[config.mk]
export PLATFORM = sky130hd
export DESIGN_NAME = ddd_chain
export DESIGN_NICKNAME = d
export VERILOG_FILES = /design/src/rtl/ddd_chain.sv
export SDC_FILE = /design/constraint.sdc
export NUM_CORES = 1
export LEC_CHECK = 0
export ABC_AREA = 1
export CORE_MARGIN = 5
export CORE_UTILIZATION = 51
export CTS_CLUSTER_SIZE = 14
export DETAILED_ROUTE_END_ITERATION = 12
export GPL_TIMING_DRIVEN = 0
export PLACE_DENSITY = 0.78
export RECOVER_POWER = 25
export SLEW_MARGIN = 0
export SYNTH_ARGS = -nofsm -noshare
export SYNTH_HDL_FRONTEND = slang
export SYNTH_SLANG_ARGS = --single-unit
[constraint.sdc]
create_clock -name clock -period 1.7 [get_ports clock]
set_input_delay 0.17 -clock clock [delete_from_list [all_inputs] [get_ports clock]]
set_output_delay 0.17 -clock clock [all_outputs]
set_load 0.01 [all_outputs]
[src/rtl/ddd_chain.sv]
// Serial programmer for a daisy chain of 3D3444-class delay chips: write, latch, read back, retry.
// Optional first-mismatch capture ports are enabled with `define DDD_CHAIN_FAIL_CAPTURE_EN.
module ddd_chain #(
    parameter int NCHIPS = 2,
    parameter int NCH    = 4,
    parameter int DBITS  = 4,
    localparam int FBITS = 4 + NCH*DBITS,
    localparam int NBITS = NCHIPS*FBITS,
    localparam int IBITS = $clog2(NBITS)
) (
    input  logic                         clock,
    input  logic                         global_reset,
    input  logic                         power_up,
    input  logic                         vme_ready,
    input  logic                         start,
    input  logic                         autostart_en,
    input  logic [4*NCHIPS-1:0]          oe,
    input  logic [NCHIPS*NCH*DBITS-1:0]  delay,
    input  logic [1:0]                   verify_dly,
    input  logic [1:0]                   max_retry,
    output logic                         serial_clock,
    output logic                         serial_out,
    output logic                         adr_latch,
    input  logic                         serial_in,
    output logic                         busy,
    output logic                         verify_ok,
    output logic [1:0]                   retry_cnt
`ifdef DDD_CHAIN_FAIL_CAPTURE_EN
    ,
    output logic [IBITS-1:0]             first_err_bit,
    output logic                         err_valid
`endif
);

    typedef enum logic [3:0] {
        S_WAIT_FPGA, S_WAIT_POWERUP, S_IDLE, S_INIT, S_WRITE,
        S_LATCH, S_VERIFY, S_CHECK, S_UNSTART
    } state_t;

    state_t             state, state_nx;
    logic               power_up_ff, vme_ready_ff, start_ff, autostart_ff;
    logic               half;
    logic [IBITS-1:0]   bit_cnt;
    logic [NBITS-1:0]   sr, frame;
    logic               serial_in_ff, cmp_ok;
    logic [3:0]         chk_pipe, exp_pipe;
    logic               shifting, done, strobe, mismatch;
    logic [1:0]         retry_nx;
    logic               vok_nx;

    // Chip NCHIPS-1 sits in the top of the shift register so it leaves first.
    always_comb begin
        frame = '0;
        for (int k = 0; k < NCHIPS; k++) begin
            frame[k*FBITS + NCH*DBITS +: 4] = oe[4*k +: 4];
            for (int c = 0; c < NCH; c++)
                frame[k*FBITS + (NCH-1-c)*DBITS +: DBITS] = delay[(k*NCH+c)*DBITS +: DBITS];
        end
    end

    assign shifting = (state == S_WRITE) || (state == S_VERIFY);
    assign done     = shifting && half && (bit_cnt == IBITS'(NBITS-1));
    assign strobe   = (state == S_VERIFY) && half;
    // Pipe stage 0 already lines up with serial_in_ff; verify_dly adds whole clocks on top.
    assign mismatch = chk_pipe[verify_dly] && (exp_pipe[verify_dly] != serial_in_ff);

    always_comb begin
        state_nx = state;
        retry_nx = retry_cnt;
        vok_nx   = verify_ok;
        case (state)
            S_WAIT_FPGA:    if (power_up_ff) state_nx = S_WAIT_POWERUP;
            S_WAIT_POWERUP: if (vme_ready_ff) begin
                                state_nx = autostart_ff ? S_INIT : S_IDLE;
                                retry_nx = 2'd0;
                            end
            S_IDLE:         if (start_ff) begin
                                state_nx = S_INIT;
                                retry_nx = 2'd0;
                            end
            S_INIT:         begin
                                state_nx = S_WRITE;
                                vok_nx   = 1'b0;
                            end
            S_WRITE:        if (done) state_nx = S_LATCH;
            S_LATCH:        state_nx = S_VERIFY;
            S_VERIFY:       if (done) state_nx = S_CHECK;
            // Decide only once every delayed compare strobe has drained.
            S_CHECK:        if (chk_pipe == 4'd0) begin
                                if (cmp_ok) begin
                                    vok_nx   = 1'b1;
                                    state_nx = S_UNSTART;
                                end else if (retry_cnt < max_retry) begin
                                    retry_nx = 2'(retry_cnt + 2'd1);
                                    state_nx = S_INIT;
                                end else begin
                                    state_nx = S_UNSTART;
                                end
                            end
            S_UNSTART:      if (!start_ff) state_nx = S_IDLE;
            default:        state_nx = S_WAIT_FPGA;
        endcase
    end

    always_ff @(posedge clock) begin
        if (global_reset) begin
            state        <= S_WAIT_FPGA;
            power_up_ff  <= 1'b0;
            vme_ready_ff <= 1'b0;
            start_ff     <= 1'b0;
            autostart_ff <= 1'b0;
            half         <= 1'b0;
            bit_cnt      <= '0;
            sr           <= '0;
            serial_clock <= 1'b0;
            serial_out   <= 1'b0;
            adr_latch    <= 1'b1;
            busy         <= 1'b0;
            verify_ok    <= 1'b0;
            retry_cnt    <= 2'd0;
            serial_in_ff <= 1'b0;
            chk_pipe     <= 4'd0;
            exp_pipe     <= 4'd0;
            cmp_ok       <= 1'b0;
        end else begin
            power_up_ff  <= power_up;
            vme_ready_ff <= vme_ready;
            start_ff     <= start;
            autostart_ff <= autostart_en;
            state        <= state_nx;
            retry_cnt    <= retry_nx;
            verify_ok    <= power_up_ff & vok_nx;
            half         <= shifting ? ~half : 1'b0;
            if (!shifting)
                bit_cnt <= '0;
            else if (half)
                bit_cnt <= done ? '0 : IBITS'(bit_cnt + 1'b1);
            if (state == S_INIT || state == S_LATCH)
                sr <= frame;
            else if (shifting && half)
                sr <= {sr[NBITS-2:0], 1'b0};
            serial_clock <= power_up_ff & half;
            serial_out   <= power_up_ff & shifting & sr[NBITS-1];
            adr_latch    <= ~(power_up_ff && state == S_LATCH);
            busy         <= power_up_ff && (state != S_IDLE);
            serial_in_ff <= serial_in;
            chk_pipe     <= {chk_pipe[2:0], strobe};
            exp_pipe     <= {exp_pipe[2:0], sr[NBITS-1]};
            if (state == S_INIT)
                cmp_ok <= 1'b1;
            else if (mismatch)
                cmp_ok <= 1'b0;
        end
    end

`ifdef DDD_CHAIN_FAIL_CAPTURE_EN
    logic [IBITS-1:0] idx_pipe [4];

    always_ff @(posedge clock) begin
        if (global_reset) begin
            for (int i = 0; i < 4; i++) idx_pipe[i] <= '0;
            first_err_bit <= '0;
            err_valid     <= 1'b0;
        end else begin
            idx_pipe[0] <= bit_cnt;
            for (int i = 1; i < 4; i++) idx_pipe[i] <= idx_pipe[i-1];
            if (state == S_INIT) begin
                first_err_bit <= '0;
                err_valid     <= 1'b0;
            end else if (mismatch && !err_valid) begin
                first_err_bit <= idx_pipe[verify_dly];
                err_valid     <= 1'b1;
            end
        end
    end
`endif

endmodule

==> Word-level counts from Yosys, hierarchy flattened <==
Index checks and enable logic that the tools add are counted.
{ "word_totals": {"output_inout_bits": 7, "reg_bits": 72, "in_bits": 51} }
{ "classes": {"reduce_logical": 16, "n_addsub": 2, "order_cmp": 2, "muxes": 29, "bitwise_logic": 7, "eq_ne": 20} }
{ "op_table": {"columns": ["operator", "count"], "rows": [
  ["$mux W40", 2],
  ["$mux W4", 9],
  ["$pmux W4 S9", 1],
  ["$ne A2 B2 Y1 const B", 9],
  ["$eq A4 B3 Y1 const B", 4],
  ["$mux W2", 5],
  ["$eq A4 B2 Y1 const B", 2],
  ["$logic_not A4 Y1", 2],
  ["$mux W1", 7],
  ["$reduce_and A7 Y1", 1],
  ["$add A6 B1 Y6 const B", 1],
  ["$eq A6 B6 Y1 const B", 1],
  ["$logic_and A1 B1 Y1", 6],
  ["$mux W6", 1],
  ["$pmux W2 S3", 1],
  ["$reduce_and A6 Y1", 1],
  ["$and A1 B1 Y1", 4],
  ["$bmux W1 S2", 2],
  ["$eq A4 B1 Y1 const B", 1],
  ["$eq A4 B4 Y1 const B", 1],
  ["$ne A4 B2 Y1 const B", 1],
  ["$reduce_bool A2 Y1", 2],
  ["$lt A2 B3 Y1 const B", 1],
  ["$not A1 Y1", 3],
  ["7 further kinds", 8]
]} }

==> Depth between registers and ports, before layout <==
Gate-level depths: netlist of run 1.
{ "logic_depth": {"ltp_word": 6, "depth_mapped": 11, "depth_no_buf": 10} }

==> Worst setup path after synthesis of run 1 <==
No wires, ideal clock.
{ "synth_path": {"path_type": "flip-flop to flip-flop", "startpoint": "register state[2]", "endpoint": "register sr[17]", "setup_slack_ps": 249, "stages_incl_launch_ff": 11, "period_less_slack_ps": 1451, "t_arrival_ps": 1334, "n_path_buf": 2, "t_required_ps": 1583, "path_cell_list": "dfxtp_1 > nor2_2 > nand2_2 > nand2_4 > nor2_4 > clkinv_2 > buf_6 > buf_6 > nand2_1 > a21oi_1 > nor2_1"} }
{ "synth_via": {"elab_chain_len": 4, "elab_cells_between_ends": 9, "classes_between": "eq/ne: 4; mux: 1; reduce/logical: 4"} }
{ "synth_lines": {"columns": ["element", "line_no", "text"], "rows": [
  ["from (decl)", "40", "state_t state, state_nx;"],
  ["from (signal assigned)", "130", "state <= state_nx;"],
  ["$eq A4 B3 Y1", "61", "assign shifting = (state == S_WRITE) || (state == S_VERIFY);"],
  ["$logic_or A1 B1 Y1", "61", null],
  ["$logic_and A1 B1 Y1", "140", "else if (shifting && half)"],
  ["$reduce_bool A2 Y1 (no source line)", null, null],
  ["to (signal assigned)", "139", "sr <= frame;"],
  ["to (signal assigned)", "141", "sr <= {sr[NBITS-2:0], 1'b0};"],
  ["to (decl)", "44", "logic [NBITS-1:0] sr, frame;"]
]} }
Parallel ways exist; a longest one is shown, timed or not.
A chain may end at the register's enable or synchronous reset.

==> Final worst setup path of run 1 <==
{ "layout_path": {"startpoint": "register state[3]", "endpoint": "register sr[14]"} }
The elaborated chain is that of the path after synthesis.

==> metrics.md, run 1 <==
| Metric | Value |
|---|---|
| Outcome | complete, no violations |
| Crit path time final | 1590 ps |
| Share of cells above drive strength 1 | 0.0874 |
| Final Instance Area | 0.00412 sq mm |
| HPWL Detailed | 5400 um |
| Worst reg-to-reg path cell count | 10 |
| Area of the multi-input gates | 0.00154 sq mm |
| Wire per inst | 11.4 um |
| Tot Pwr | 5.14 mW |
| Post-synth top cells | 122 x nand2_1, 82 x nor2_1, 72 x dfxtp_1 |
| Fmax | 630 MHz |
| RSZ-0062 raised after global routing | true |
| Cell taking the most area after synthesis | dfxtp_1 |
| Synth-to-Final Area Change | 27.4% |
| # diodes | 0 |
| IO buf count | 57 |
| Cell Int Power | 3.30 mW |
| Min-Delay Endpoint | serial_in_ff$_SDFF_PP0_ |
| Gr ovfl total | 0 |
| Hold path depth | 3 |
| Post-synthesis adder-cell area fraction | 0.00774 |
| Clk_skew | 6.94 ps |
| Final Non-Filler Cells | 626 |
| Worst vdd rail ir drop | 0.650 mV |
| Synth top area cells | dfxtp_1 45%, nand2_1 14%, nor2_1 9.5% |
| Main combinational cell family by area after synthesis | simple AND/OR/NAND/NOR gates |
| Synth warnings | 0 |
| Routed via count | 3,107 |
| Worst Tran Pin Value | 459 ps |
| Drt first pass iters | 4 |
| Clock latency on the worst-skew pair | 340 ps |
| Register share of total power | 0.437 |
| M1 WL | 3090 um |
| CTS HTree Levels | 3 |
| Via-per-instance ratio | 4.96 |
| Netlist cell types | 25 |
| Yosys reg bits | 72 |
| Kind of critical path | flip-flop to flip-flop |
| Metal3 WL | 390 um |
| EDFF count, synth | 0 |
| Initial antenna violation count | 0 |
| Slew Viols, Final | 0 |
| Post-synthesis simple-gate area fraction | 0.303 |
| Seq. cell area | 0.00145 sq mm |
| Worst slew margin | 0.694 |
| Largest net degree at the start of global routing | 11 |
| NumNets Final | 599 |
| Vias in the first global route | 2,878 |
| WL met2 | 3500 um |
| Gpl congestion | 0.885 |
| CTS hold repair buffers | 0 |
| Sw Ratio | 0.357 |
| Initial Util | 0.518 |
| Row count | 29 |
| Syn nets | 529 |
| # clock sinks | 72 |
| Fin crit share | 0.934 |
| CTS Buffer Depth | 2 |
| First-pass GRT wire length | 12,100 um |
| CTS buffer count | 9 |
| Root Driver | clkbuf_8 |
| Share of flip-flops with an asynchronous set or reset | 0 |
| Die Y | 89.6 um |
| Gr usage total | 0.191 |
| Fillers | 569 |
| RR Endpoint | sr[14]$_SDFFE_PP0P_ |
| Placed inst area | 0.00390 sq mm |
| Cells after DPL | 610 |
| Startpoint types | flip-flop |
| Final WL | 7130 um |
| Worst flop-to-flop path startpoint | state[3]$_SDFFE_PP0P_ |
| Compound-Gate Fraction of Synth Area | 0.148 |
| Worst path arrival time | 1820 ps |
| Post-Synthesis Mean Instance Area | 6.79 sq um |
| Uppermost layer routed | met4 |
| Crit Path Max Fanout | 10 |
| Max-Cap Viols | 0 |
| Hold wc startpoint | serial_in |
| FF-to-FF setup slack | 110 ps |
| Most common cell in the netlist | nand2_1 |
| Final Hold Viols | 0 |
| Mapped cell area | 0.00323 sq mm |
| Crit path capture type | flip-flop |
| Clock share of power | 0.220 |
| Share of total power in combinational logic | 0.343 |
| DRT antenna net count | 0 |
| Pleak | 1.66 nW |
| Pwr Density | 1250 mW/mm^2 |
| Synth top area share | 0.446 |
| Worst EP required | 1930 ps |
| DRC errors left | 0 |
| Hold crit path type | input port to flip-flop |
| Starting DRC count in detailed routing | 130 |
| Reg clk slew, reported paths | 70 ps |
| Die Area | 0.00803 sq mm |
| Setup TNS Final | 0 ps |
| Core Area | 0.00624 sq mm |
| Proportion of synthesized area in mux cells | 0 |
| Post-synthesis sequential area ratio | 0.446 |
| Xor-xnor portion of the synthesized cell area | 0.0108 |
| Die Wd | 89.6 um |
| Mapped Cells | 476 |
| # IOs | 58 |
| Final setup violation count | 0 |
| Post-synth top flop | dfxtp_1 |
| CTS tree | done |
| P_sw | 1.84 mW |
-- flip-flops by register name (all words and copies together) (netlist names) --
register and flops:
power_up_ff 1, bit_cnt 6, serial_out 1, cmp_ok 1
sr 40, verify_ok 1, start_ff 1, chk_pipe 4
state 4, serial_in_ff 1, half 1, retry_cnt 2
vme_ready_ff 1, autostart_ff 1, adr_latch 1, exp_pipe 4
busy 1, serial_clock 1
-- power by group through the flow --
stage	sequential (mW)	clock, mW	combinational, mW
floorplan	2.20	0	1.29
global placement	2.24	0	1.66
detailed placement	2.25	0	1.70
CTS	2.23	1.16	1.71
global route	2.28	1.23	2.03
finish	2.25	1.13	1.76
-- logic make-up after synthesis --
kind of cell / Yosys count
simple gates: 241
compound gates: 95
flops: 72
buf+inv: 62
xor+xnor: 4
fa+ha+maj: 2
-- what timing repair did --
action,in CTS,in global routing
hold endpoints to repair,0,0
resized for setup,3,14
setup buffers,0,2
pin swaps,0,1
setup endpoints to repair,21,39
-- placed cells by master, fill, tap and decap left out, types with 4 or more instances in the layout --
cell type	n
nand2_1	121
nor2_1	80
dfxtp_1	68
clkdlybuf4s50_1	55
a21oi_1	46
o21ai_0	41
inv_1	37
nand3_1	24
clkbuf_8	10
clkbuf_1	8
buf_2	8
o21ai_1	6
nor2_4	5
nand2_2	4
buf_6	4
-- area by class of cell --
cell class / instances / share of cell area
Inverter: 41 / 0.0377
Clock inverter: 1 / 0.00122
Timing Repair Buffer: 59 / 0.145
Sequential cell: 72 / 0.353
Clock buffer: 13 / 0.0362
Buffer: 21 / 0.0298
Tap cell: 77 / 0.0234
Multi-Input combinational cell: 342 / 0.374
-- metal layers --
| metal | vias to the layer above | track usage |
|---|---|---|
| met2 | 70 | 0.336 |
| met5 | - | 0 |
| li1 | 1648 | - |
| met3 | 11 | 0.0301 |
| met1 | 1378 | 0.226 |
| met4 | 0 | 0.0893 |
-- stage by stage --
| stage | setup WS [ps] | hold WS [ps] | utilization |
|---|---|---|---|
| after global routing | -25.4 | 366 | 0.660 |
| final | 112 | 347 | 0.660 |
| after CTS | 14.6 | 335 | 0.651 |
| after floorplan | 249 | 277 | - |
| after detailed placement | -43.6 | 414 | 0.625 |
| after global placement | -32.7 | 408 | 0.625 |
-- worst max-delay path, stage by stage, from the launching register on --
cell and delay (ps):
dfxtp_2 370, inv_1 120, nand3_1 140, nor2_4 160, nor2_4 60, clkinv_2 80
buf_6 150, buf_6 140, nand2_1 60, a21oi_1 130, nor2_1 50
-- how the worst max path moves through the flow --
stage                                startpoint             endpoint  slack (ps)  depth (start not counted)
after global placement    state[2]$_SDFFE_PP0P_  sr[24]$_SDFFE_PP0P_         -30                         10
final                     state[3]$_SDFFE_PP0P_  sr[14]$_SDFFE_PP0P_         110                         10
after CTS                 state[1]$_SDFFE_PP0P_  sr[14]$_SDFFE_PP0P_          10                         11
after global routing      state[3]$_SDFFE_PP0P_  sr[10]$_SDFFE_PP0P_         -30                         10
after floorplan           state[2]$_SDFFE_PP0P_  sr[17]$_SDFFE_PP0P_         250                         10
after detailed placement  state[2]$_SDFFE_PP0P_  sr[14]$_SDFFE_PP0P_         -40                         10
(Power assumes the default switching activity.)
==> inputs of run 2 (changes only) <==
Settings changed: PLACE_DENSITY 0.78 to 0.89.
==> run 2 against run 1 <==
Effect of this change:
- cell count increased by 0.64%
- design area increased by 2.0%
- critical endpoint is now sr[6]$_SDFFE_PP0P_
- largest power group unchanged
- first-iteration DRC count increased by 17%
==> metrics.md, run 2 (synthesis gave the netlist of run 1 again) <==
| Metric | Value |
|---|---|
| CTS HTree Levels | 3 |
| Synth-to-Final Area Change | 30.0% |
| # IOs | 58 |
| Final setup violation count | 0 |
| Placed inst area | 0.00390 sq mm |
| Root Driver | clkbuf_8 |
| Worst path arrival time | 1850 ps |
| Most flops, register | sr |
| Worst Tran Pin Value | 452 ps |
| Via-per-instance ratio | 5.15 |
| Initial antenna violation count | 0 |
| # diodes | 0 |
| IO buf count | 57 |
| Worst EP required | 1930 ps |
| Crit path time final | 1620 ps |
| Met2 usage | 0.374 |
| Most used routing layer in global routing | met2 |
| Gpl congestion | 0.890 |
| Share of cells above drive strength 1 | 0.0922 |
| Fmax | 616 MHz |
| GRT met1 Usage | 0.234 |
| FF-to-FF setup slack | 80 ps |
| Seq. cell area | 0.00145 sq mm |
| Setup WS post-layout | 77.2 ps |
| Die Y | 89.6 um |
| Largest register FFs | 40 |
| Wire per inst | 12.5 um |
| CTS Buffer Depth | 2 |
| Hold crit path type | input port to flip-flop |
| First-pass GRT wire length | 13,000 um |
| Pleak | 1.71 nW |
| DRC errors left | 0 |
| CTS tree | done |
| Die Area | 0.00803 sq mm |
| Hold wc startpoint | serial_in |
| Die Wd | 89.6 um |
| Clock latency on the worst-skew pair | 340 ps |
| Tot Pwr | 5.69 mW |
| Row count | 29 |
| HPWL Detailed | 5640 um |
| Final Hold Viols | 0 |
| # clock sinks | 72 |
| Min-Delay Endpoint | serial_in_ff$_SDFF_PP0_ |
| Starting DRC count in detailed routing | 152 |
| RSZ-0062 raised after global routing | true |
| Drt first pass iters | 5 |
| Max-Cap Viols | 0 |
| Fillers | 549 |
| Crit Path Max Fanout | 10 |
| CTS hold repair buffers | 0 |
| DP Worst Slack | -49.6 ps |
| CTS buffer count | 9 |
| Worst flop-to-flop path startpoint | state[0]$_SDFFE_PP0P_ |
| NumNets Final | 601 |
| Clk_skew | 7.59 ps |
| Routed via count | 3,245 |
| Kind of critical path | flip-flop to flip-flop |
| Hold path depth | 3 |
| Initial Util | 0.518 |
| DRT antenna net count | 0 |
| Largest net degree at the start of global routing | 12 |
| Vias in the first global route | 3,096 |
| RR Endpoint | sr[6]$_SDFFE_PP0P_ |
| Final Instance Area | 0.00420 sq mm |
| Biggest regs | sr (40), bit_cnt (6) |
| Gr usage total | 0.206 |
| Slew Viols, Final | 0 |
| Most frequent cells in the layout | 122 x nand2_1, 81 x nor2_1, 68 x dfxtp_1 |
| Crit path capture type | flip-flop |
| Final WL | 7870 um |
| Most common cell after layout, fill and taps aside | nand2_1 |
| Met3 usage | 0.0338 |
| Outcome | complete, no violations |
| Reg clk slew, reported paths | 70 ps |
| Final core utilization | 0.673 |
| Area of the multi-input gates | 0.00155 sq mm |
| Gr ovfl total | 0 |
| Setup TNS Final | 0 ps |
| Worst vdd rail ir drop | 0.691 mV |
| Worst reg-to-reg path cell count | 9 |
| Fin crit share | 0.955 |
| Startpoint types | flip-flop |
| Pwr Density | 1360 mW/mm^2 |
| Core Area | 0.00624 sq mm |
| Worst slew margin | 0.698 |
run 2: cell type report:
| type | instances | area share |
|---|---|---|
| multi-input cells | 342 | 0.368 |
| well taps | 77 | 0.0229 |
| flip-flops and latches | 72 | 0.346 |
| inverters | 41 | 0.0369 |
| repair buffers | 61 | 0.143 |
| clock buffers | 13 | 0.0331 |
| plain buffers | 21 | 0.0289 |
| clock inverters | 3 | 0.0214 |
run 2: per-stage QoR:
| stage | hold WS (ps) | std cells |
|---|---|---|
| after floorplan | 277 | 476 |
| final | 341 | 630 |
| after global routing | 345 | 630 |
| after global placement | 408 | 610 |
| after detailed placement | 406 | 610 |
| after CTS | 336 | 626 |
run 2: worst max-delay path, cell delays in order, from the launching register on:
cell and delay, ps:
dfxtp_4 380, nand2_2 120, inv_2 50, nand2_2 110
nand2_4 100, nor2_4 130, clkinv_2 120, buf_2 190
o21ai_0 240, nor2_1 80
run 2: worst max path at each step:
stage / start / end / slack [ps] / cells after the start
after floorplan: state[2]$_SDFFE_PP0P_ / sr[17]$_SDFFE_PP0P_ / 250 / 10
after global placement: state[2]$_SDFFE_PP0P_ / sr[12]$_SDFFE_PP0P_ / 1 / 10
after detailed placement: state[2]$_SDFFE_PP0P_ / sr[8]$_SDFFE_PP0P_ / -50 / 10
after CTS: state[3]$_SDFFE_PP0P_ / sr[26]$_SDFFE_PP0P_ / 40 / 9
after global routing: state[0]$_SDFFE_PP0P_ / sr[35]$_SDFFE_PP0P_ / -10 / 8
final: state[0]$_SDFFE_PP0P_ / sr[6]$_SDFFE_PP0P_ / 80 / 9
run 2: power by group:
part,internal (mW),switching [mW]
registers,2.03,0.231
clock network,0.979,0.611
logic,0.727,1.12
total,3.73,1.96
run 2: timing repair:
item,CTS,global route
endpoints found under the setup margin,22,43
buffers inserted,0,4
resized for setup,4,12
pin swaps,0,2
run 2: metal layers:
layer | part of all wire | up-vias
met5 | 0 | -
met4 | 0.020 | 0
met3 | 0.061 | 20
met2 | 0.50 | 109
met1 | 0.42 | 1464
li1 | - | 1652
==> inputs of run 3 (changes only) <==
Settings changed: CORE_MARGIN 5 to default, CORE_UTILIZATION 51 to 25, PLACE_DENSITY 0.89 to 0.55.
==> run 3 against run 2 <==
Effect of this change:
- worst setup slack better by 78 ps
- via count down 4.5%
- wire length up 1.5%
- hold slack improved by 9.9 ps
- sequential share of layout area decreased by 1.6 points
- global-route usage shrank 8.0 points
- sequential power about the same
- flip-flop and latch count did not move
- critical endpoint is now start_ff$_SDFF_PP0_
==> metrics.md, run 3 (synthesis gave the netlist of run 1 again) <==
| Metric | Value |
|---|---|
| Setup WS post-layout | 155 ps |
| CTS tree | done |
| Fin crit share | 0.909 |
| Gr usage total | 0.126 |
| Vias in the first global route | 2,953 |
| # diodes | 0 |
| IO buf count | 57 |
| Final WL | 7980 um |
| Worst reg-to-reg path cell count | 11 |
| CTS HTree Levels | 3 |
| Root Driver | clkbuf_16 |
| Clk_skew | 6.48 ps |
| Most common cell after layout, fill and taps aside | nand2_1 |
| Die Wd | 116 um |
| Most flops, register | sr |
| Die Area | 0.0134 sq mm |
| Startpoint types | input port |
| NumNets Final | 602 |
| # clock sinks | 72 |
| CTS buffer count | 9 |
| Placed inst area | 0.00402 sq mm |
| Worst vdd rail ir drop | 0.603 mV |
| Wire per inst | 11.0 um |
| Via-per-instance ratio | 4.27 |
| CTS hold repair buffers | 0 |
| Final Hold Viols | 0 |
| Clock latency on the worst-skew pair | 330 ps |
| Routed via count | 3,100 |
| CTS Buffer Depth | 2 |
| Worst Tran Pin Value | 582 ps |
| Worst path arrival time | 1740 ps |
| Synth-to-Final Area Change | 36.2% |
| Die Y | 116 um |
| Fillers | 1,394 |
| Gr ovfl total | 0 |
| Crit path time final | 1550 ps |
| Hold crit path type | input port to flip-flop |
| DP Worst Slack | -149 ps |
| Reg clk slew, reported paths | 60 ps |
| Share of cells above drive strength 1 | 0.108 |
| Final setup violation count | 0 |
| Crit path capture type | flip-flop |
| Fmax | 647 MHz |
| Crit Path Max Fanout | 10 |
| Initial antenna violation count | 0 |
| Worst slew margin | 0.612 |
| Final Instance Area | 0.00440 sq mm |
| First-pass GRT wire length | 13,300 um |
| Slew Viols, Final | 0 |
| Core Area | 0.0126 sq mm |
| Biggest regs | sr (40), bit_cnt (6) |
| Kind of critical path | input port to flip-flop |
| DRT antenna net count | 0 |
| Tot Pwr | 5.95 mW |
| Gpl congestion | 0.813 |
| Largest net degree at the start of global routing | 14 |
| Pwr Density | 1350 mW/mm^2 |
| Hold path depth | 3 |
| Starting DRC count in detailed routing | 101 |
| Worst EP required | 1900 ps |
| # IOs | 58 |
| Largest register FFs | 40 |
| Pleak | 1.74 nW |
| Drt first pass iters | 4 |
| Row count | 41 |
| Most frequent cells in the layout | 121 x nand2_1, 79 x nor2_1, 68 x dfxtp_1 |
| Initial Util | 0.256 |
| HPWL Detailed | 5990 um |
| DRC errors left | 0 |
| Outcome | complete, no violations |
| Max-Cap Viols | 0 |
| RSZ-0062 raised after global routing | false |
run 3: cell types whose count changed in the layout (fill, tap and decap cells not counted), moves of 2 or more:
cell and change:
nor2_2 +2, clkbuf_1 -6, clkinv_2 +2, bufinv_16 -2, clkinvlp_4 +3, clkbuf_16 +9
clkbuf_8 -9, nor2_1 -2
run 3: final timing paths:
kind / start / end / slack [ps]
worst min-delay path: serial_in / serial_in_ff$_SDFF_PP0_ / 350
worst max register to register: state[2]$_SDFFE_PP0P_ / sr[23]$_SDFFE_PP0P_ / 150
worst max-delay path: global_reset / start_ff$_SDFF_PP0_ / 150
worst min register to register: sr[39]$_SDFFE_PP0P_ / exp_pipe[0]$_SDFF_PP0_ / 420
run 3: area by class of cell:
type,count,area (sq um),area share
repair buffers,62,608,0.138
clock inverters,7,71.3,0.0162
flip-flops and latches,72,1450,0.330
plain buffers,21,123,0.0278
inverters,41,155,0.0352
clock buffers,9,225,0.0512
multi-input cells,342,1550,0.353
well taps,172,215,0.0489
run 3: worst max-delay path: stages:
cell	delay, ps
dlygate4sd3_1	550
clkbuf_1	460
buf_1	440
nor2_1	110
run 3: timing repair:
action / in CTS / in global routing
buffers inserted: 0 / 5
endpoints found under the hold margin: 0 / 0
endpoints found under the setup margin: 29 / 42
pin swaps: 0 / 2
gates resized for setup: 3 / 18
gates cloned: 0 / 0
run 3: through the flow:
stage                     utilization  TNS, ps  cells  hold WS, ps
after global placement          0.318    -1400    705          417
final                           0.349        0    726          351
after CTS                       0.342        0    721          347
after floorplan                     -        0    476          277
after detailed placement        0.318    -2160    705          421
after global routing            0.349        0    726          357
run 3: metal layers:
| layer | part of all wire | vias up | global-route usage |
|---|---|---|---|
| met2 | 0.47 | 55 | 0.220 |
| li1 | - | 1658 | - |
| met1 | 0.48 | 1376 | 0.156 |
| met3 | 0.042 | 11 | 0.0256 |
| met4 | 0.0099 | 0 | 0.0385 |
| met5 | 0 | - | 0 |
run 3: power breakdown:
part | total, mW | switching (mW) | internal (mW)
sequential | 2.24 | 0.214 | 2.03
clock | 1.88 | 0.748 | 1.14
combinational | 1.82 | 1.08 | 0.739
total | 5.95 | 2.05 | 3.90
==> RTL change 1, RTL diff (config.mk and constraints of run 3) <==
`NCHIPS`: 2 -> 4.
--- a/src/rtl/ddd_chain.sv
+++ b/src/rtl/ddd_chain.sv
@@ -2,5 +2,5 @@
 // Optional first-mismatch capture ports are enabled with `define DDD_CHAIN_FAIL_CAPTURE_EN.
 module ddd_chain #(
-    parameter int NCHIPS = 2,
+    parameter int NCHIPS = 4,
     parameter int NCH    = 4,
     parameter int DBITS  = 4,
Interface: changed (resized delay and oe); port bits go from 58 to 98. No check against the original RTL was run, so the function may have changed too.
==> RTL change 1 against run 3 <==
Non-clock buffer count rose by 70. Die area rose by 59%. Clock power rose by 110%. Wire length rose by 79%. Design area rose by 69%. First-iteration DRC count rose to 2.8 times the old value. Setup slack got worse by 0.083 ns. Final cell count rose by 59%. Sequential power rose by 31%. Sequential cell count rose by 41. Critical path type is now register to register. Clock skew rose by 0.0069 ns. Total power rose by 56%. Area after synthesis rose by 60%.
==> RTL change 1: results <==
group,metric,value,unit
drt,vias,5087,
placed_design,hpwlAfterDp,9.693,mm
clock_network,clk_latency,0.43,ns
placed_design,place_ws,-0.5212,ns
global_route,track_usage,13.48,%
layout,layout.nets,965,
critical_path,cpPeakStageDelay,0.37,ns
drt,wl_per_cell,12.35,um
global_route,grt_pass1_vias,4620,
placed_design,placed_area,6485,um^2
layout,fill_cells,2227,
critical_path,cp.arrival,1.91,ns
layout,fin_cells,1155,
sta,whs,0.1059,ns
placed_design,place_congestion,0.7938,
sta,fin_skew,0.01335,ns
layout,final_layout_size_suffix_gt1_share,11.30,%
power,p_int,6.410,mW
synth,ys_types,26,
placed_design,portBuffers,96,
power,ir_worst_vdd,0.5937,mV
synth,ys_top_cells_by_area,"dfxtp_1, nand2_1, o211ai_1",
clock_network,htree_num_levels,4,
synth,syn_inst,744,
power,leakage,2.936,nW
drt,drtIter0Drc,284,
layout,largest_registers,"sr (80), bit_cnt (7)",
global_route,grt_pass1_wl,22.84,mm
synth,synth_commonest_cells,"nand2_1, inv_1, dfxtp_1",
synth,seq_area_frac_synth,43.62,%
drt,drt_pass1_iterations,6,
clock_network,cts-buffers-inserted,17,
outcome,status,"complete, no violations",
sta,fin_crit_sh,95.74,%
placed_design,dp.cells,1110,
synth,synthesis.nets,837,
synth,synthArstFlopShare,0,%
## RTL change 1: cell count changes in the layout (fill, tap and decap cells not counted), moves of 8 or more
cell,change
clkbuf_16,+8
buf_4,+13
dfxtp_1,+41
inv_1,+78
nand3_1,-8
o21ai_0,-36
clkdlybuf4s50_1,+46
o211ai_1,+78
nand2_1,+84
clkbuf_4,+12
nor2_1,-33
a21oi_1,+41
## RTL change 1: cells by family (layout without fill, tap and decap cells)
kind of cell | count (synthesis) | after routing | synth area share (%)
XOR/XNOR | 4 | 4 | 0.6756
AND/OR/NAND/NOR | 289 | 290 | 22.03
adder cells (fa/ha/maj) | 2 | 2 | 0.4824
AO/OA/AOI/OAI | 172 | 172 | 20.53
buffers and inverters | 164 | 304 | 12.67
flip-flops | 113 | 113 | 43.62
## RTL change 1: metal layers
layer | share of wire [%] | global-route usage [%]
met1 | 48 | 17.54
met4 | 1.0 | 4.479
met5 | 0 | 0
met3 | 4.8 | 3.750
met2 | 47 | 21.48
## RTL change 1: critical path: cells and delay by family, from the launching register on
| family | cells | cell delay, ns |
|---|---|---|
| buffers and inverters | 5 | 0.54 |
| and+or+nand+nor | 5 | 0.51 |
| AOI/OAI and AO/OA | 1 | 0.06 |
| DFF | 1 | 0.37 |
## RTL change 1: final timing paths
path / start / end / cells past startpoint
min: global_reset / exp_pipe[0] / 2
min reg2reg: exp_pipe[2] / exp_pipe[3] / 2
max: state[3] / sr[73] / 11
max reg2reg: state[3] / sr[73] / 11
## RTL change 1: cell type report
| type | count | area [um^2] | share of cell area (%) |
|---|---|---|---|
| plain buffers | 45 | 316.6 | 4.264 |
| clock buffers | 19 | 442.9 | 5.967 |
| clock inverters | 13 | 190.2 | 2.562 |
| inverters | 119 | 461.7 | 6.219 |
| multi-input cells | 468 | 2347 | 31.62 |
| flip-flops and latches | 113 | 2272 | 30.61 |
| well taps | 270 | 337.8 | 4.551 |
| repair buffers | 108 | 1055 | 14.21 |
## RTL change 1: power by group through the flow
| stage | Combinational, mW | Clock, mW | Sequential [mW] |
|---|---|---|---|
| 4_1_cts | 2.21 | 3.95 | 2.90 |
| 2_1_floorplan | 1.36 | 0 | 2.93 |
| 6_report | 2.46 | 3.90 | 2.93 |
| 5_1_grt | 2.75 | 4.08 | 2.95 |
| 3_5_place_dp | 2.06 | 0 | 2.94 |
| 3_3_place_gp | 2.06 | 0 | 2.94 |
## RTL change 1: timing repair
item	CTS	global route
endpoints found under the hold margin	0	0
setup buffers	3	9
cloned	0	1
endpoints found under the setup margin	83	84
gates resized for setup	30	52
pin swaps	2	5
## RTL change 1: stage by stage
stage	TNS, ns	util, %
floorplan	0	-
global placement	-34.31	31.95
detailed placement	-34.69	31.95
CTS	-0.006340	35.57
global route	-0.05589	36.57
finish	0	36.57
==> RTL change 2, RTL diff (config.mk and constraints of run 3) <==
Without the edit above. Put one more register stage on the output `retry_cnt`. The value now appears one clock later. The other outputs are not delayed to match.
--- a/src/rtl/ddd_chain.sv
+++ b/src/rtl/ddd_chain.sv
@@ -38,4 +38,6 @@
     } state_t;
 
+    logic [1:0] retry_cnt_s0;
+
     state_t             state, state_nx;
     logic               power_up_ff, vme_ready_ff, start_ff, autostart_ff;
@@ -67,5 +69,5 @@
     always_comb begin
         state_nx = state;
-        retry_nx = retry_cnt;
+        retry_nx = retry_cnt_s0;
         vok_nx   = verify_ok;
         case (state)
@@ -91,6 +93,6 @@
                                     vok_nx   = 1'b1;
                                     state_nx = S_UNSTART;
-                                end else if (retry_cnt < max_retry) begin
-                                    retry_nx = 2'(retry_cnt + 2'd1);
+                                end else if (retry_cnt_s0 < max_retry) begin
+                                    retry_nx = 2'(retry_cnt_s0 + 2'd1);
                                     state_nx = S_INIT;
                                 end else begin
@@ -118,5 +120,5 @@
             busy         <= 1'b0;
             verify_ok    <= 1'b0;
-            retry_cnt    <= 2'd0;
+            retry_cnt_s0 <= 2'd0;
             serial_in_ff <= 1'b0;
             chk_pipe     <= 4'd0;
@@ -129,5 +131,5 @@
             autostart_ff <= autostart_en;
             state        <= state_nx;
-            retry_cnt    <= retry_nx;
+            retry_cnt_s0 <= retry_nx;
             verify_ok    <= power_up_ff & vok_nx;
             half         <= shifting ? ~half : 1'b0;
@@ -176,4 +178,8 @@
 `endif
 
+    always_ff @(posedge clock) begin
+        retry_cnt <= retry_cnt_s0;
+    end
+
 endmodule
 
Check against the original RTL: no difference found for any inputs over 10 cycles, from zero or initial values and one cycle with global_reset high; that may be too few to reach the edited logic, so the function may still have changed.
==> RTL change 2 against run 3 <==
Design area down 3.5%. Largest cell class is now registers. Setup slack better by 0.0057 ns. Wire length is 3.9% lower. Combinational power fell by 16%. Sequential share of layout area increased by 2.1 points. Sequential cell count up 2. Total power shrank 5.1%. Largest power group unchanged. Global-route usage fell by 0.13 points. Area after synthesis down 2.5%.
==> RTL change 2: results <==
group,metric,value,unit
power,ir_worst_vdd,0.5754,mV
critical_path,cpMaxStageDelayCell,"dfxtp_4",
synth,ys_top_cells_by_area,"dfxtp_1, a21oi_1, nand2_1",
sta,timing.slew.headroom,69.00,%
critical_path,path_delay_family,"simple AND/OR/NAND/NOR gates",
power,p_clk_share,32.6,%
critical_path,cpPeakStageDelay,0.37,ns
outcome,status,"complete, no violations",
global_route,use_met3,4.606,%
power,leakage,1.706,nW
worst_hold_path,hold_start,"autostart_en",
worst_hold_path,hold_end,"autostart_ff",
layout,final_layout_size_suffix_gt1_share,8.465,%
drt,wl_per_cell,11.35,um
power,comb_power_share,26.9,%
synth,synth_commonest_cells,"nand2_1, a21oi_1, dfxtp_1",
layout,layout.nets,557,
global_route,met1_usage,14.87,%
critical_path,r2r-end,"sr[17]",
sta,whs,0.3696,ns
drt,drtIter0Drc,139,
synth,synthesis.nets,489,
clock_network,ctsResizeCount,0,
synth,ys_types,27,
power,sw_frac_of_total,31.87,%
global_route,grt_start_max_net_pins,12,
synth,seq_area_frac_synth,47.00,%
placed_design,place_ws,-0.02267,ns
critical_path,cp.arrival,1.80,ns
-- RTL change 2: cell types whose count changed after synthesis, moves of 4 or more --
cell,before,now
nor2_1,82,43
nand2_1,122,92
nand4_1,0,4
nand3_1,24,15
a21oi_1,46,82
o21ai_0,41,34
o21ai_1,6,10
-- RTL change 2: per-stage QoR --
step,instances,cell area [um^2]
after floorplan,436,3152
after global placement,661,3933
after detailed placement,661,3933
after CTS,676,4219
after global routing,676,4249
final,676,4249
-- RTL change 2: worst max-delay path by stage --
stage | cells after the start | endpoint | slack, ns | start
global placement | 4 | vme_ready_ff | -0.01 | global_reset
finish | 9 | sr[17] | 0.16 | state[2]
CTS | 9 | sr[18] | 0.02 | state[2]
floorplan | 8 | sr[20] | 0.29 | state[2]
detailed placement | 4 | power_up_ff | -0.02 | global_reset
global route | 9 | sr[17] | 0.01 | state[2]
-- RTL change 2: layer usage --
layer | routed length (um) | vias up | part of all wire (%)
met1 | 3526 | 1342 | 46
met2 | 3510 | 74 | 46
met5 | 0 | - | 0
li1 | - | 1569 | -
met3 | 527 | 9 | 6.9
met4 | 111 | 0 | 1.4
-- RTL change 2: kinds of logic after synthesis --
kind of cell | count (synthesis) | synth area share [%]
fa+ha+maj | 2 | 0.7938
xor+xnor | 3 | 0.8338
simple gates | 169 | 22.63
flops | 74 | 47.00
compound gates | 129 | 20.68
buf+inv | 59 | 8.059
-- RTL change 2: final cells by class --
type	instances	area [um^2]	share of cell area, %
Buffer	22	115.1	2.709
Clock buffer	12	246.5	5.801
Clock inverter	3	40.04	0.9423
Inverter	37	138.9	3.269
Multi-Input combinational cell	303	1439	33.86
Sequential cell	74	1489	35.04
Tap cell	168	210.2	4.947
Timing Repair Buffer	57	570.5	13.43
